File: src/rtl/decode_issue_if.sv
// Fetch-side, write-back and issue-side signals of decode_issue grouped as one bundle.
// slave is the decode/issue block; master is whatever drives fetch, write-back and execute.
interface decode_issue_if #(
    parameter int XLEN = 32
);
    logic            in_valid;
    logic            in_ready;
    logic [XLEN-1:0] in_pc;
    logic [31:0]     in_instr;
    logic            flush;
    logic            wb_we;
    logic [4:0]      wb_addr;
    logic [XLEN-1:0] wb_data;
    logic            out_valid;
    logic            out_ready;
    logic [XLEN-1:0] out_pc;
    logic [31:0]     out_instr;
    logic [XLEN-1:0] out_rs1_data;
    logic [XLEN-1:0] out_rs2_data;
    logic [4:0]      out_rd;
    logic            out_rd_we;
    logic            out_is_load;
    logic [31:0]     stall_cnt;

    modport master (
        output in_valid, in_pc, in_instr, flush, wb_we, wb_addr, wb_data, out_ready,
        input  in_ready, out_valid, out_pc, out_instr, out_rs1_data, out_rs2_data,
               out_rd, out_rd_we, out_is_load, stall_cnt
    );

    modport slave (
        input  in_valid, in_pc, in_instr, flush, wb_we, wb_addr, wb_data, out_ready,
        output in_ready, out_valid, out_pc, out_instr, out_rs1_data, out_rs2_data,
               out_rd, out_rd_we, out_is_load, stall_cnt
    );
endinterface

File: src/rtl/decode_issue.sv
// RV32I decode/issue stage: small instruction FIFO, load-latency scoreboard,
// register file with write-through read, and a single issue register.
module decode_issue #(
    parameter int XLEN     = 32,
    parameter int LOAD_LAT = 2,
    parameter int IQ_DEPTH = 2
) (
    input logic           clk,
    input logic           reset,
    decode_issue_if.slave bus
);
    localparam int AW = $clog2(IQ_DEPTH);
    localparam int CW = $clog2(LOAD_LAT + 1);

    localparam logic [6:0] OP_LUI    = 7'b0110111;
    localparam logic [6:0] OP_AUIPC  = 7'b0010111;
    localparam logic [6:0] OP_JAL    = 7'b1101111;
    localparam logic [6:0] OP_JALR   = 7'b1100111;
    localparam logic [6:0] OP_BRANCH = 7'b1100011;
    localparam logic [6:0] OP_LOAD   = 7'b0000011;
    localparam logic [6:0] OP_STORE  = 7'b0100011;
    localparam logic [6:0] OP_IMM    = 7'b0010011;
    localparam logic [6:0] OP_REG    = 7'b0110011;

    typedef struct packed {
        logic [XLEN-1:0] pc;
        logic [31:0]     instr;
    } iq_entry_t;

    iq_entry_t               iq [IQ_DEPTH];
    logic [AW-1:0]           wr_ptr, rd_ptr;
    logic [AW:0]             count;
    logic [31:0][CW-1:0]     sb;
    logic [XLEN-1:0]         rf [32];
    logic [31:0]             stall_q;

    logic                    full, empty, enq, issue, hazard;
    iq_entry_t               head;
    logic [6:0]              opcode;
    logic [4:0]              rs1, rs2, rd;
    logic                    use_rs1, use_rs2, writes_rd, is_load;
    logic [XLEN-1:0]         rs1_data, rs2_data;

    assign full  = (count == (AW+1)'(IQ_DEPTH));
    assign empty = (count == '0);
    assign bus.in_ready  = ~full;
    assign bus.stall_cnt = stall_q;

    assign head   = iq[rd_ptr];
    assign opcode = head.instr[6:0];
    assign rs1    = head.instr[19:15];
    assign rs2    = head.instr[24:20];
    assign rd     = head.instr[11:7];

    always_comb begin
        use_rs1   = !(opcode == OP_LUI || opcode == OP_AUIPC || opcode == OP_JAL);
        use_rs2   = (opcode == OP_REG || opcode == OP_STORE || opcode == OP_BRANCH);
        writes_rd = (opcode == OP_REG || opcode == OP_IMM || opcode == OP_LOAD ||
                     opcode == OP_JAL || opcode == OP_JALR || opcode == OP_LUI ||
                     opcode == OP_AUIPC);
        is_load   = (opcode == OP_LOAD);
    end

    // sb[0] is never loaded, so x0 can never raise a hazard.
    assign hazard = (use_rs1 && sb[rs1] != '0) || (use_rs2 && sb[rs2] != '0);
    assign issue  = !empty && !hazard && (!bus.out_valid || bus.out_ready) && !bus.flush;
    assign enq    = bus.in_valid && !full && !bus.flush;

    // Write-through so an operand written back this cycle is captured at issue.
    always_comb begin
        rs1_data = rf[rs1];
        rs2_data = rf[rs2];
        if (bus.wb_we && bus.wb_addr == rs1) rs1_data = bus.wb_data;
        if (bus.wb_we && bus.wb_addr == rs2) rs2_data = bus.wb_data;
        if (rs1 == '0) rs1_data = '0;
        if (rs2 == '0) rs2_data = '0;
    end

    always_ff @(posedge clk) begin
        if (enq) iq[wr_ptr] <= '{pc: bus.in_pc, instr: bus.in_instr};
    end

    always_ff @(posedge clk or posedge reset) begin
        if (reset) begin
            wr_ptr <= '0;
            rd_ptr <= '0;
            count  <= '0;
        end else if (bus.flush) begin
            wr_ptr <= '0;
            rd_ptr <= '0;
            count  <= '0;
        end else begin
            if (enq)   wr_ptr <= wr_ptr + 1'b1;
            if (issue) rd_ptr <= rd_ptr + 1'b1;
            count <= count + (AW+1)'(enq) - (AW+1)'(issue);
        end
    end

    // Counters tick down every cycle; a load issue re-arms its rd over the decrement.
    always_ff @(posedge clk or posedge reset) begin
        if (reset) begin
            sb <= '0;
        end else if (bus.flush) begin
            sb <= '0;
        end else begin
            for (int i = 1; i < 32; i++) begin
                if (issue && is_load && rd == 5'(i)) sb[i] <= CW'(LOAD_LAT);
                else if (sb[i] != '0)                sb[i] <= sb[i] - 1'b1;
            end
        end
    end

    always_ff @(posedge clk) begin
        if (bus.wb_we && bus.wb_addr != '0) rf[bus.wb_addr] <= bus.wb_data;
    end

    always_ff @(posedge clk or posedge reset) begin
        if (reset) begin
            bus.out_valid    <= 1'b0;
            bus.out_pc       <= '0;
            bus.out_instr    <= '0;
            bus.out_rs1_data <= '0;
            bus.out_rs2_data <= '0;
            bus.out_rd       <= '0;
            bus.out_rd_we    <= 1'b0;
            bus.out_is_load  <= 1'b0;
        end else if (bus.flush) begin
            bus.out_valid <= 1'b0;
        end else if (issue) begin
            bus.out_valid    <= 1'b1;
            bus.out_pc       <= head.pc;
            bus.out_instr    <= head.instr;
            bus.out_rs1_data <= rs1_data;
            bus.out_rs2_data <= rs2_data;
            bus.out_rd       <= rd;
            bus.out_rd_we    <= writes_rd && rd != '0;
            bus.out_is_load  <= is_load;
        end else if (bus.out_ready) begin
            bus.out_valid <= 1'b0;
        end
    end

    // Only scoreboard blocking counts; plain execute back-pressure does not.
    always_ff @(posedge clk or posedge reset) begin
        if (reset)                               stall_q <= '0;
        else if (!empty && hazard && stall_q != '1) stall_q <= stall_q + 1'b1;
    end
endmodule

File: src/flat_wrapper.sv
// flat-port wrapper written by rule: the top's interface ports become plain ports
module decode_issue_flat 
#(
    parameter int XLEN     = 32,
    parameter int LOAD_LAT = 2,
    parameter int IQ_DEPTH = 2
)
  (clk, reset, bus_in_valid, bus_in_pc, bus_in_instr, bus_flush, bus_wb_we, bus_wb_addr, bus_wb_data, bus_out_ready, bus_in_ready, bus_out_valid, bus_out_pc, bus_out_instr, bus_out_rs1_data, bus_out_rs2_data, bus_out_rd, bus_out_rd_we, bus_out_is_load, bus_stall_cnt);
  decode_issue_if #(.XLEN(XLEN)) bus_i ();
  input logic clk;
  input logic reset;
  input wire logic [$bits(bus_i.in_valid)-1:0] bus_in_valid;
  input wire logic [$bits(bus_i.in_pc)-1:0] bus_in_pc;
  input wire logic [$bits(bus_i.in_instr)-1:0] bus_in_instr;
  input wire logic [$bits(bus_i.flush)-1:0] bus_flush;
  input wire logic [$bits(bus_i.wb_we)-1:0] bus_wb_we;
  input wire logic [$bits(bus_i.wb_addr)-1:0] bus_wb_addr;
  input wire logic [$bits(bus_i.wb_data)-1:0] bus_wb_data;
  input wire logic [$bits(bus_i.out_ready)-1:0] bus_out_ready;
  output wire logic [$bits(bus_i.in_ready)-1:0] bus_in_ready;
  output wire logic [$bits(bus_i.out_valid)-1:0] bus_out_valid;
  output wire logic [$bits(bus_i.out_pc)-1:0] bus_out_pc;
  output wire logic [$bits(bus_i.out_instr)-1:0] bus_out_instr;
  output wire logic [$bits(bus_i.out_rs1_data)-1:0] bus_out_rs1_data;
  output wire logic [$bits(bus_i.out_rs2_data)-1:0] bus_out_rs2_data;
  output wire logic [$bits(bus_i.out_rd)-1:0] bus_out_rd;
  output wire logic [$bits(bus_i.out_rd_we)-1:0] bus_out_rd_we;
  output wire logic [$bits(bus_i.out_is_load)-1:0] bus_out_is_load;
  output wire logic [$bits(bus_i.stall_cnt)-1:0] bus_stall_cnt;
  assign bus_i.in_valid = bus_in_valid;
  assign bus_i.in_pc = bus_in_pc;
  assign bus_i.in_instr = bus_in_instr;
  assign bus_i.flush = bus_flush;
  assign bus_i.wb_we = bus_wb_we;
  assign bus_i.wb_addr = bus_wb_addr;
  assign bus_i.wb_data = bus_wb_data;
  assign bus_i.out_ready = bus_out_ready;
  assign bus_in_ready = bus_i.in_ready;
  assign bus_out_valid = bus_i.out_valid;
  assign bus_out_pc = bus_i.out_pc;
  assign bus_out_instr = bus_i.out_instr;
  assign bus_out_rs1_data = bus_i.out_rs1_data;
  assign bus_out_rs2_data = bus_i.out_rs2_data;
  assign bus_out_rd = bus_i.out_rd;
  assign bus_out_rd_we = bus_i.out_rd_we;
  assign bus_out_is_load = bus_i.out_is_load;
  assign bus_stall_cnt = bus_i.stall_cnt;
  decode_issue #(.XLEN(XLEN), .LOAD_LAT(LOAD_LAT), .IQ_DEPTH(IQ_DEPTH)) u_core (.clk(clk), .reset(reset), .bus(bus_i));
endmodule
File: config.mk
export PLATFORM = sky130hd
export DESIGN_NAME = decode_issue_flat
export DESIGN_NICKNAME = d
export VERILOG_FILES = /design/src/rtl/decode_issue_if.sv /design/src/rtl/decode_issue.sv /design/src/flat_wrapper.sv
export SDC_FILE = /design/constraint.sdc
export NUM_CORES = 2
export LEC_CHECK = 0
export ABC_AREA = 1
export CORE_UTILIZATION = 57
export DETAILED_ROUTE_END_ITERATION = 16
export GPL_ROUTABILITY_DRIVEN = 1
export HOLD_SLACK_MARGIN = 0.15
export PLACE_DENSITY = 0.76
export REMOVE_ABC_BUFFERS = 1
export SYNTH_ARGS = -nofsm -noshare
export SYNTH_HDL_FRONTEND = slang
export SYNTH_SLANG_ARGS = --single-unit
File: constraint.sdc
create_clock -name clk -period 24 [get_ports clk]
set_input_delay 4.8 -clock clk [delete_from_list [all_inputs] [get_ports clk]]
set_output_delay 4.8 -clock clk [all_outputs]
set_load 0.01 [all_outputs]
==> metrics.md <==
| Metric | Value |
|---|---|
| WL/cell | `25.1 um` |
| Ys async rst share | `16.6%` |
| Top FF cell, synth | `edfxtp_1` |
| Status | `complete, no violations` |
| Cts hold-fix bufs | `0` |
| Post-CTS Setup Bufs | `0` |
| Clk pwr share | `29.2%` |
| Drt pass-1 iters | `7` |
| Final wirelength | `218 mm` |
| Row Count | `124` |
| Critical Path AT | `8110 ps` |
| Commonest non-fill, non-tap cells in the layout | `1,490 x nand2_1, 1,152 x edfxtp_1, 1,017 x nand3_1` |
| Slew margin rel. | `2.42%` |
| Tot GR Track Use | `36.0%` |
| Placed instance area | `0.0701 mm2` |
| Minimum clock period | `7690 ps` |
| Hold Fails Final Rpt | `0` |
| # clock sinks | `1,381` |
| CP Capture Type | `flop` |
| Comb power frac | `32.1%` |
| Crit path required time | `24,420 ps` |
| Port Buffers | `275` |
| Max Slew Vio Count | `0` |
| Final TNS setup | `0 ps` |
| First-pass GRT wire length | `321 mm` |
| Initial DRC Count | `9,824` |
| Critical Path Fanout Max | `18` |
| Initial antenna violation count | `13` |
| Static Leak | `27.4 nW` |
| Reg2Reg Depth | `21` |
| Core Region | `0.115 mm2` |
| DR vias | `57,600` |
| Register bit total from synthesis | `1,381` |
| Clock transition at path regs | `60 ps` |
| Pin count of the biggest net entering global routing | `249` |
| Post-DP HPWL | `119 mm` |
| Synth Area per Inst | `9.44 um2` |
| Hold Crit Depth | `2` |
| Area contributors post-synth | `edfxtp_1 52%, dfrtp_1 8.6%, nand2_1 8.5%` |
| Final setup vio count | `0` |
| Synth cell types | `50` |
| Number of global-route vias before repair | `54,800` |
| # IOs | `276` |
| # Max-Cap Violations | `0` |
| Post-cts sizing count | `0` |
| Sequential share of power | `38.7%` |
| Worst vdd ir | `0.0000778 V` |
| Pwr/cell area | `102 mW/mm2` |
| CTS tree | `yes` |
| Placer Congestion | `0.892` |
| Die area | `0.118 mm2` |
| RSZ-0062 raised after global routing | `false` |
| Layout cells sized above 1 | `5.81%` |
| Worst setup path category | `in -> reg` |
| Synthesized area | `0.0663 mm2` |
| Initial Util | `57.7%` |
| Leading area contributor after synthesis | `edfxtp_1` |
| Via density | `6.63` |
| Die Span X | `343 um` |
| Final instance area | `0.0749 mm2` |
| Syn-to-layout area delta | `13.0%` |
| Worst slew pin tran | `1460 ps` |
| Die Ht | `343 um` |
| F_max | `130 MHz` |
| Clock Skews | `34.8 ps` |
| Yosys top cell area share | `52.2%` |
| # DRC | `0` |
| Clock buffer depth | `3` |
| Clock Latency Late Sink | `780 ps` |
| EDFF count, synth | `1,152` |
| Switching pwr | `0.00277 W` |
| CP Launch Type | `primary input` |
| Mapped Cells | `7,018` |
| Switching Share | `36.3%` |
| # nets final | `7,197` |
| Hold Path Class | `reg -> reg` |
| Cts bufs inserted | `145` |
| Final ANT Viol Nets | `0` |
| H-tree levels | `4` |
| GRT overflow | `0` |
| Period utilization | `32.0%` |
| Most common cell after layout, fill and taps aside | `nand2_1` |
| P_int | `0.00488 W` |
| Clock root buffer | `clkbuf_16` |
| Yosys Warn Count | `0` |
| Sequential share of the synthesized area | `60.9%` |
## cell usage after synthesis (54+ instances only)
cell type / count
a21oi_1: 109
buf_1: 60
buf_2: 113
clkbuf_1: 330
dfrtp_1: 229
edfxtp_1: 1152
inv_1: 188
nand2_1: 1494
nand3_1: 1018
nand4_1: 59
nor2_1: 896
o211ai_1: 75
o21ai_0: 725
o21ai_1: 54
o22ai_1: 249
## stage by stage
step           hold WS [ps]  total power, W  util, %  setup slack (ps)  std cells
6_report                479         0.00765     65.2             16310       8698
5_1_grt                 504         0.00793     65.2             16210       8696
3_3_place_gp            460         0.00529     61.0             15730       8421
3_5_place_dp            464         0.00536     61.0             15640       8421
2_1_floorplan           442         0.00470        -            -16140       6521
4_1_cts                 483         0.00758     65.2             16430       8688
## state kept, by name, summed over array words and instances, names as in the netlist
name	cells
u_core.bus.stall_cnt	32
u_core.bus.out_valid	1
u_core.bus.out_rd_we	1
u_core.iq	128
u_core.bus.out_pc	32
u_core.rd_ptr	1
u_core.bus.out_rs2_data	32
u_core.bus.out_is_load	1
u_core.bus.out_rd	4
u_core.rf	1024
u_core.count	2
u_core.bus.out_instr	28
u_core.bus.out_rs1_data	32
u_core.sb	62
u_core.wr_ptr	1
## worst max-delay path, cell delays in order
cell	delay, ps
clkdlybuf4s50_1	590
inv_1	140
nand2_1	530
o21ai_0	220
inv_1	190
nand4_1	310
nor2_4	810
buf_4	490
## cell type report
cell class / count / area [um2]
Tap cell: 1512 / 1890
Inverter: 198 / 783
Clock inverter: 70 / 708
Fill cell: 8743 / 40000
Antenna cell: 10 / 25.0
Sequential cell: 1381 / 40300
Clock buffer: 197 / 4050
Timing Repair Buffer: 388 / 3640
Multi-Input combinational cell: 4942 / 23400
## per-layer routing
metal  up-vias  global-route usage, %  routed length, um
met5         -                      0                 52
met4         8                   21.7              13300
met3       905                   8.81              30400
met2      4855                   55.0              98800
met1     27100                   46.7              75500
li1      24800                      -                  -
## power by group through the flow
stage / Sequential [W] / Clock, W / Combinational [W]
5_1_grt: 0.00297 / 0.00233 / 0.00263
3_3_place_gp: 0.00299 / 0 / 0.00230
4_1_cts: 0.00295 / 0.00224 / 0.00238
3_5_place_dp: 0.00299 / 0 / 0.00237
6_report: 0.00296 / 0.00224 / 0.00245
2_1_floorplan: 0.00300 / 0 / 0.00170
## worst paths after layout
kind                                           start                                      end  slack (ps)
setup / recovery                      bus_wb_addr[0]              u_core.rf[24][31]$_DFFE_PP_       16310
max in group asynchronous                      reset  u_core.bus.out_rs1_data[15]$_DFFE_PP0P_       16940
hold reg to reg            u_core.sb[60]$_DFFE_PP0P_                u_core.sb[60]$_DFFE_PP0P_         480
setup reg to reg           u_core.rd_ptr$_DFFE_PP0P_                u_core.count[1]$_DFF_PP0_       17440
min in group asynchronous                      reset     u_core.bus.out_instr[22]$_DFFE_PP0P_        4580
hold / removal             u_core.sb[60]$_DFFE_PP0P_                u_core.sb[60]$_DFFE_PP0P_         480
## kinds of logic (layout without fill, tap and decap cells)
kind of cell    Yosys count  in the layout  share of synthesized area (%)
mux                       1              1                         0.0151
xor+xnor                 37             37                          0.489
buf+inv                 726            853                           4.55
fa+ha+maj                34             34                          0.642
simple gates           3527           3527                           22.4
other cells               1             42                        0.00566
flops                  1381           1381                           60.9
compound gates         1311           1311                           11.1
Power figures use the tool's default switching activity.
